## config.mk

```make
export PLATFORM = sky130hd
export DESIGN_NAME = uart_tx_arbiter
export DESIGN_NICKNAME = d
export VERILOG_FILES = /design/src/rtl/uart_tx_arbiter.sv
export SDC_FILE = /design/constraint.sdc
export NUM_CORES = 1
export LEC_CHECK = 0
export ABC_AREA = 0
export CAP_MARGIN = 25
export CORE_MARGIN = 3
export CORE_UTILIZATION = 30
export DETAILED_ROUTE_END_ITERATION = 6
export GPL_ROUTABILITY_DRIVEN = 0
export PLACE_DENSITY = 0.67
export SYNTH_ARGS = -nofsm -noshare
export SYNTH_HDL_FRONTEND = slang
export SYNTH_SLANG_ARGS = --single-unit
```

## constraint.sdc

```tcl
create_clock -name clk -period 1.8 [get_ports clk]
set_input_delay 0.27 -clock clk [delete_from_list [all_inputs] [get_ports clk]]
set_output_delay 0.27 -clock clk [all_outputs]
set_load 0.005 [all_outputs]
```

## src/rtl/uart_tx_arbiter.sv

```systemverilog
// Packet-level round-robin arbiter sharing one UART transmitter among NREQ byte streams.
// A granted requester keeps the transmitter until its last byte transfers or it stays idle too long.
module uart_tx_arbiter #(
    parameter int NREQ    = 4,
    parameter int DW      = 8,
    parameter int TIMEOUT = 1023,
    localparam int GW     = (NREQ > 1) ? $clog2(NREQ) : 1,
    localparam int CW     = $clog2(TIMEOUT + 1)
) (
    input  logic               clk,
    input  logic               reset,
    input  logic [NREQ-1:0]    req_valid,
    input  logic [NREQ*DW-1:0] req_data,
    input  logic [NREQ-1:0]    req_last,
    output logic [NREQ-1:0]    req_ready,
    output logic               tx_valid,
    output logic [DW-1:0]      tx_data,
    input  logic               tx_ready,
    output logic [GW-1:0]      grant_id,
    output logic               busy,
    output logic               timeout_evt
);

    typedef enum logic {IDLE, XFER} state_t;

    state_t          state;
    state_t          state_next;
    logic [GW-1:0]   last_grant;
    logic [GW-1:0]   sel;
    logic [CW-1:0]   idle_cnt;
    logic            xfer;
    logic            timeout_hit;

    assign xfer        = (state == XFER) && req_valid[grant_id] && tx_ready;
    assign timeout_hit = (state == XFER) && !xfer && (idle_cnt == CW'(TIMEOUT));

    // Search starts just after the previous winner so a winner waits for every other requester
    always_comb begin
        logic          found;
        logic [GW-1:0] cand;
        int            idx;
        sel   = last_grant;
        found = 1'b0;
        cand  = '0;
        idx   = 0;
        for (int k = 1; k <= NREQ; k++) begin
            idx  = (int'(last_grant) + k) % NREQ;
            cand = GW'(idx);
            if (!found && req_valid[cand]) begin
                sel   = cand;
                found = 1'b1;
            end
        end
    end

    always_ff @(posedge clk or negedge reset) begin
        if (!reset) begin
            state <= IDLE;
        end else begin
            state <= state_next;
        end
    end

    always_comb begin
        state_next = state;
        case (state)
            IDLE: begin
                if (|req_valid) begin
                    state_next = XFER;
                end
            end
            XFER: begin
                if ((xfer && req_last[grant_id]) || timeout_hit) begin
                    state_next = IDLE;
                end
            end
            default: state_next = IDLE;
        endcase
    end

    always_ff @(posedge clk or negedge reset) begin
        if (!reset) begin
            grant_id   <= '0;
            last_grant <= GW'(NREQ - 1);
            idle_cnt   <= '0;
        end else begin
            if (state == IDLE) begin
                if (|req_valid) begin
                    grant_id <= sel;
                    idle_cnt <= '0;
                end
            end else if (xfer) begin
                idle_cnt <= '0;
                if (req_last[grant_id]) begin
                    last_grant <= grant_id;
                end
            end else if (timeout_hit) begin
                last_grant <= grant_id;
            end else begin
                idle_cnt <= idle_cnt + 1'b1;
            end
        end
    end

    always_comb begin
        busy        = 1'b0;
        tx_valid    = 1'b0;
        tx_data     = '0;
        req_ready   = '0;
        timeout_evt = 1'b0;
        if (state == XFER) begin
            busy                = 1'b1;
            tx_valid            = req_valid[grant_id];
            tx_data             = req_data[int'(grant_id)*DW +: DW];
            req_ready[grant_id] = tx_ready;
            timeout_evt         = timeout_hit;
        end
    end

endmodule

```

Word level (Yosys, flattened, before mapping)
Index checks and enable logic that the tools add are counted.
- shifts and indexed selects: 1
- mux-type cells: 36
- add/subtract/negate cells: 5
- reductions and logical operators: 20
- bitwise operators: 2
- eq/ne operators: 3
- $lt $le $gt $ge: 6
- operator list (kind ; count):
    2-to-1 mux 10 bit ; 4
    variable part select 32 x 6 -> 8 bit ; 1
    less-than comparator 2 x 3 -> 1 bit (second input constant) ; 5
    2-to-1 mux 1 bit ; 15
    2-to-1 mux 2 bit ; 7
    binary-select mux 1 bit (select 2 bit) ; 6
    adder 10 x 1 -> 10 bit (second input constant) ; 1
    equality test 10 bit (second input constant) ; 1
    logical AND 1 bit ; 9
    2-to-1 mux 8 bit ; 1
    adder 2 x 1 -> 2 bit (second input constant) ; 2
    adder 2 bit (second input constant) ; 2
    AND 4 bit ; 1
    logical NOT 1 bit ; 4
    2-to-1 mux 4 bit ; 1
    AND reduction 2 bit ; 2
    nonzero test 2 bit ; 2
    OR reduction 4 bit ; 1
    != test 3 bit (second input constant) ; 1
    AND reduction 3 bit ; 1
    demux 1 bit (select 2 bit) ; 1
    >= comparator 2 x 1 -> 1 bit (second input constant) ; 1
    != test 2 x 1 -> 1 bit (second input constant) ; 1
    case mux 1 bit (2 select lines) ; 1
    other kinds (2) ; 2
- output and inout bits: 17
- bits in registers: 15
- word-level logic and storage cells: 77
- bits of input ports: 43

Longest topological paths before layout
Gate-level depths: netlist (run 1).
- depth in word-level cells: 13
- gate-level depth with buffers: 6
- mapped depth without buffers: 5

Worst setup path before layout (run 1)
No wires, ideal clock.
- path type: register -> register
- start point: register grant_id[0]
- end point: register last_grant[1]
- clock period less this slack: 1768 ps
- cell stages (with the launch flop): 6
- arrival: 1686 ps
- library setup time: 82 ps
- path buffers: 1
- setup slack: 32 ps
- path through: dfrtp_1 buf_6 mux4_2 a21o_1 o22ai_4 mux2_4
- word-level cells in the longest chain between the ends: 9
- elaborated cells on any way between the ends: 13
- those cells by class: eq/ne (1); mux (5); reduce/logical (7)
- RTL lines (what ; RTL line ; RTL):
    start, declared ; 19 ; output logic [GW-1:0] grant_id,
    start signal, assigned ; 89 ; grant_id <= sel;
    binary-select mux 1 bit (select 2 bit) ; 34 ; assign xfer = (state == XFER) && req_valid[grant_id] && tx_ready;
    2-to-1 mux 1 bit (not written as such) ; 34 ;
    logical AND 1 bit (2 in a row) ; 34 ;
    logical NOT 1 bit ; 35 ; assign timeout_hit = (state == XFER) && !xfer && (idle_cnt == CW'(TIMEOUT));
    logical AND 1 bit (2 in a row) ; 35 ;
    nonzero test 2 bit (no line) ; -- ;
    AND reduction 3 bit (no line) ; -- ;
    end signal, assigned ; 84 ; last_grant <= GW'(NREQ - 1);
    end signal, assigned ; 95 ; last_grant <= grant_id;
    end signal, assigned ; 98 ; last_grant <= grant_id;
    end, declared ; 28 ; logic [GW-1:0] last_grant;
Several ways; a longest one is shown, not always the timed one. The select of a mux whose other input is x is not followed.
A chain may end at the register's enable or synchronous reset.

Worst setup path after layout (run 1)
- start point: register grant_id[0]
- end point: output tx_data[7]
- word-level cells in the longest chain between the ends: 2
- RTL lines (what ; RTL line ; RTL):
    variable part select 32 x 6 -> 8 bit ; 114 ; tx_data = req_data[int'(grant_id)*DW +: DW];
    2-to-1 mux 8 bit ; 111 ; if (state == XFER) begin
    end, declared ; 17 ; output logic [DW-1:0] tx_data,
No other way between the ends.

==> metrics, run 1 <==
outcome finished, violations left; failing checks setup timing; Final Total Pwr around 3.1 mW; vias per inst between 5 and 6; area delta synth->final 99.5%; Largest delay share family, worst path multiplexers; DRC Markers 0; CTS Root Buffer Type clkbuf_8; antenna-violating nets left 0; global-route wire length before repair 7720 microns; clk_skew between 0.004 and 0.005 ns; Seq. cell area between 300 and 400 sq um; DIE HEIGHT 69.5 microns; CTS H-tree depth 1; RSZ-0062 raised after global routing yes; Fin Hold WS roughly 0.33 ns; Synth Net Count about 170; Congestion Overflow GR 0; post-synth cell types 37; WP buf/inv 3; synthesized flop and latch total 15; fill cell count roughly 280; WP data required 1.53 ns; drt pass-1 iters 4; Final Non-Filler Cells 281; Final setup viols 25; cell count after synthesis approximately 130; clk sink count 15; Final Cell Area about 0.0024 sq mm; leakage between 1 and 1.5 nW; hold_buf cts 0; Worst-path clk slew around 0.060 ns; DP Cell Count 256; WS Path Type reg2out; Final HPWL DP around 3100 microns; Worst Setup End Kind output port; share of cells above drive strength 1 0.476; Num CTS Buffers 3; Die ar. between 0.004 and 0.005 sq mm; Synth Cell Area approximately 0.0012 sq mm; Startpoint Class register; clock latency on the worst-skew pair roughly 0.25 ns; CP peak stage delay 0.51 ns; initial antenna violation count 0; number of port buffers 59; Vias 1491; overall global routing resource usage 0.197; peak supply drop around 0.00053 V; drt first-iter violations 96; worst slew pin tran about 0.64 ns; IO Count 60; critical-path maximum fanout 4; Hold Vio Cnt, Final 0; Synth Warn # 0; DRT Wirelength 4690 microns; final clock period utilization by the worst path 1.11; hold crit path type in2async; clock buffer depth 2; worst setup margin -0.195 ns; Max Cap Violations 0; core area 0.00377 sq mm; largest net degree at the start of global routing 16; power per cell area between 1000 and 1500 mW/mm^2; crit path DAT 1.72 ns; vias in the first global route 1516; Final Max Slew Viols 0; post-synthesis sequential area ratio 0.312; Cell Rows 22; slew margin rel. 0.573; Routed wire per std cell roughly 17 microns; fmax roughly 500 MHz; starting density of the core 0.321; NumNets Final about 280; Chip Width about 70 microns; area of the multi-input gates 888 sq um; DP Area around 0.0021 sq mm; # diodes 0; CTS tree done; synthesized area per cell between 9 and 10 sq um; fin crit period ~2.0 ns; Critical Path, Cell by Cell buf_4, buf_6, mux4_1, and2_1, clkdlybuf4s15_2; Slowest-stage cell, CP mux4_1
layout make-up:
cell class                      count  area share
Multi-Input combinational cell     97       0.368
Timing Repair Buffer              112       0.422
Clock inverter                      1     0.00207
Inverter                            5     0.00881
Tap cell                           48      0.0249
Clock buffer                        3      0.0171
Sequential cell                    15       0.157
synthesized netlist by cell type, drive strengths merged:
master  count  area (sq um)
o311ai      1          8.76
mux2        2          26.3
mux4       10           236
dfrtp      13           325
o31ai       1          7.51
clkbuf      4          15.0
a221oi      1          8.76
o22ai       2          26.3
nand3       5          25.0
buf         4          32.5
o2bb2a      1          10.0
a21o        1          7.51
a31oi       5          31.3
a41oi       1          8.76
mux2i       3          30.0
or4         1          7.51
and3        1          6.26
o41ai       1          8.76
or3         1          6.26
nand2       9          33.8
dfstp       2          52.6
nand4       3          18.8
and2       11          68.8
ha          1          12.5
a31o        1          8.76
o21ai       3          15.0
nand2b      2          12.5
nor4        1          6.26
a21oi      13          68.8
nor3        4          20.0
inv         5          18.8
nor2       12          45.0
path summary, 6_finish.rpt:
kind | startpoint | endpoint | slack (ns) | depth (start not counted)
min in group clk | last_grant[0] | last_grant[0] | 0.54 | 2
setup reg to reg | grant_id[0] | idle_cnt[3] | -0.15 | 8
hold reg to reg | last_grant[0] | last_grant[0] | 0.54 | 2
max in group asynchronous | reset | last_grant[1] | 1.23 | 2
setup / recovery | grant_id[0] | tx_data[7] | -0.19 | 5
hold / removal | reset | idle_cnt[4] | 0.33 | 2
placed cells by master, fill, tap and decap left out, types with 2 or more instances in the layout:
cell type        instances
a21oi_1                  7
a21oi_2                  4
a21oi_4                  2
a31oi_1                  5
and2_1                   6
and2_4                   5
buf_2                    9
buf_4                   35
buf_6                   23
clkbuf_8                 3
clkdlybuf4s50_1         44
dfrtp_1                 12
dfstp_2                  2
inv_1                    4
mux2i_1                  3
mux4_2                   9
nand2_1                  8
nand2b_1                 2
nand3_1                  4
nand4_1                  3
nor2_1                  11
nor3_1                   2
nor3_2                   2
stage by stage:
step / worst slack (ns) / utilization / TNS [ns]
6_report: -0.195 / 0.640 / -2.83
5_1_grt: -0.273 / 0.640 / -4.67
4_1_cts: -0.195 / 0.614 / -2.47
3_5_place_dp: -0.512 / 0.544 / -5.91
3_3_place_gp: -0.492 / 0.544 / -5.45
2_1_floorplan: 0.0317 / - / 0
worst reg2reg max path: stages, from the launching register on:
cell and delay, ns:
dfrtp_2 0.40, buf_6 0.11, mux4_2 0.53, buf_6 0.14, buf_6 0.11, a21oi_4 0.16, buf_6 0.17, o21ai_1 0.08
a31oi_1 0.17
where the power goes:
| part | internal [mW] | switching, mW |
|---|---|---|
| combinational | 1.42 | 0.836 |
| sequential | 0.452 | 0.105 |
| clock | 0.153 | 0.119 |
| total | 2.03 | 1.06 |
logic make-up after synthesis:
| group | count (synthesis) | share of synthesized area |
|---|---|---|
| AO/OA/AOI/OAI | 31 | 0.174 |
| adder cells (fa/ha/maj) | 1 | 0.0103 |
| buffers and inverters | 13 | 0.0548 |
| flip-flops | 15 | 0.312 |
| multiplexers | 15 | 0.242 |
| AND/OR/NAND/NOR | 50 | 0.207 |
repair_timing:
item	4_1_cts	5_1_grt
endpoints found under the setup margin	20	27
buffers inserted	15	6
gates resized for setup	95	25
pin swaps	23	9
cloned	2	0
endpoints found under the hold margin	0	0
flip-flops by register name, indices dropped and copies added (netlist names):
| register | cells |
|---|---|
| idle_cnt | 10 |
| grant_id | 2 |
| last_grant | 2 |
| state | 1 |
layer usage:
| layer | vias up | GRT usage | part of all wire |
|---|---|---|---|
| met5 | - | 0 | 0 |
| met4 | 0 | 0.0412 | 0.011 |
| met3 | 8 | 0.0507 | 0.069 |
| met2 | 72 | 0.356 | 0.51 |
| met1 | 721 | 0.232 | 0.41 |
| li1 | 690 | - | - |
(Power assumes the default switching activity.)
==> run 2, diff against run 1 <==
Settings changed: SKIP_LAST_GASP from default to 1.
==> metrics, run 2 (same netlist as run 1, synthesis figures left out) <==
outcome finished, violations left; failing checks setup timing; Final HPWL DP 3130 microns (unchanged); Place WS -0.512 ns (unchanged); vias per inst 5.37 (+1.2%); most common cell after layout, fill and taps aside clkdlybuf4s50_1; CP most frequent cell buf_6; initial antenna violation count 0 (unchanged); DRC Markers 0 (unchanged); worst setup margin -0.207 ns (-0.0117 ns); Num CTS Buffers 3 (unchanged); Worst-path clk slew 0.06 ns (about the same); core area 0.00377 sq mm (unchanged); Top Registers idle_cnt (10), grant_id (2), last_grant (2); overall global routing resource usage 0.194 (-0.00219); Fin Hold WS 0.330 ns (-0.000630 ns); slew margin rel. 0.643 (+0.0700); share of cells above drive strength 1 0.474 (-0.00226); Startpoint Class register; most frequent cells in the layout clkdlybuf4s50_1, buf_4, buf_6; Congestion Overflow GR 0 (unchanged); number of port buffers 59 (unchanged); Critical Path, Cell by Cell buf_6, buf_6, buf_4, mux4_2, and2_1, buf_2; WP data required 1.53 ns (about the same); Final Max Slew Viols 0 (unchanged); drt first-iter violations 89 (-7.3%); DP Area 0.00205 sq mm (unchanged); Routed wire per std cell 17.2 microns (+3.2%); power per cell area 1280 mW/mm^2 (+0.23%); Final setup viols 23 (-8.0%); CTS tree done; clock buffer depth 2 (unchanged); hold crit path type in2async; # diodes 0 (unchanged); largest net degree at the start of global routing 16 (unchanged); fmax 498 MHz (-0.59%); CTS H-tree depth 1 (unchanged); Worst Setup End Kind output port; Final Non-Filler Cells 280 (-0.36%); leakage 1.06 nW (+0.39%); worst slew pin tran 0.532 ns (-0.104 ns); Largest Register idle_cnt; CP peak stage delay 0.44 ns (-0.07 ns); Die ar. 0.00483 sq mm (unchanged); WS Path Type reg2out; antenna-violating nets left 0 (unchanged); fill cell count 284 (+0.71%); Vias 1504 (+0.87%); Slowest-stage cell, CP dfrtp_2; CTS Root Buffer Type clkbuf_8; max reg flops 10 (unchanged); final clock period utilization by the worst path 1.11 (+0.00653); crit path DAT 1.74 ns (+0.02 ns); peak supply drop 0.000541 V (+1.4%); NumNets Final 277 (-0.36%); global-route wire length before repair 7690 microns (-0.45%); critical-path maximum fanout 4 (unchanged); clk_skew 0.00403 ns (-0.0000529 ns); Cell Rows 22 (unchanged); area delta synth->final 99.5% (unchanged); Final Cell Area 0.00241 sq mm (unchanged); clock latency on the worst-skew pair 0.25 ns (about the same); clk sink count 15 (unchanged); Chip Width 69.5 microns (unchanged); Hold Vio Cnt, Final 0 (unchanged); DIE HEIGHT 69.5 microns (unchanged); starting density of the core 0.321 (unchanged); Max Cap Violations 0 (unchanged); RSZ-0062 raised after global routing yes; drt pass-1 iters 4 (unchanged); DRT Wirelength 4820 microns (+2.8%); IO Count 60 (unchanged); DP Cell Count 256 (unchanged); fin crit period 2.01 ns (+0.0117 ns); vias in the first global route 1540 (+1.6%)
run 2: repair_timing:
action | in CTS | in global routing
setup buffers | 15 | 5
resized for setup | 81 | 36
pin swaps | 17 | 13
gates cloned | 2 | 0
hold buffers | 0 | 0
endpoints found under the setup margin | 20 | 28
run 2: report_power, final:
| part | leakage (nW) | switching [mW] | internal (mW) |
|---|---|---|---|
| Clock | 0.0255 | 0.120 | 0.153 |
| Sequential | 0.187 | 0.106 | 0.452 |
| Combinational | 0.850 | 0.841 | 1.42 |
run 2: stage by stage:
step / TNS, ns / power [mW] / util
after CTS: -3.03 / 2.86 / 0.609
final: -2.93 / 3.10 / 0.640
after global routing: -4.47 / 3.31 / 0.640
after global placement: -5.45 / 2.11 / 0.544
after floorplan: 0 / 1.40 / -
after detailed placement: -5.91 / 2.16 / 0.544
run 2: path summary, 6_finish.rpt:
kind | startpoint | to | slack, ns | cells after the start
max in group asynchronous | reset | last_grant[1] | 1.23 | 2
min in group clk | last_grant[0] | last_grant[0] | 0.54 | 2
max | grant_id[0] | tx_data[3] | -0.21 | 6
min reg2reg | last_grant[0] | last_grant[0] | 0.54 | 2
max reg2reg | grant_id[0] | idle_cnt[6] | -0.15 | 8
min | reset | idle_cnt[4] | 0.33 | 2
run 2: worst max-delay path, delay by kind of cell, from the launching register on:
family                 cells  cell delay (ns)
buffers and inverters      4             0.49
DFF                        1             0.44
muxes                      1             0.40
and+or+nand+nor            1             0.15
run 2: layout make-up:
cell class	count	area [sq um]	share of cell area
repair buffers	111	1020	0.421
flip-flops and latches	15	379	0.157
clock inverters	1	5.00	0.00207
clock buffers	3	41.3	0.0171
multi-input cells	97	893	0.370
well taps	48	60.1	0.0249
inverters	5	18.8	0.00778
run 2: layer usage:
layer  global-route usage  wire length, microns
met1                0.231                  1970
met2                0.345                  2430
met3               0.0507                   354
met4               0.0499                    74
met5                    0                     0
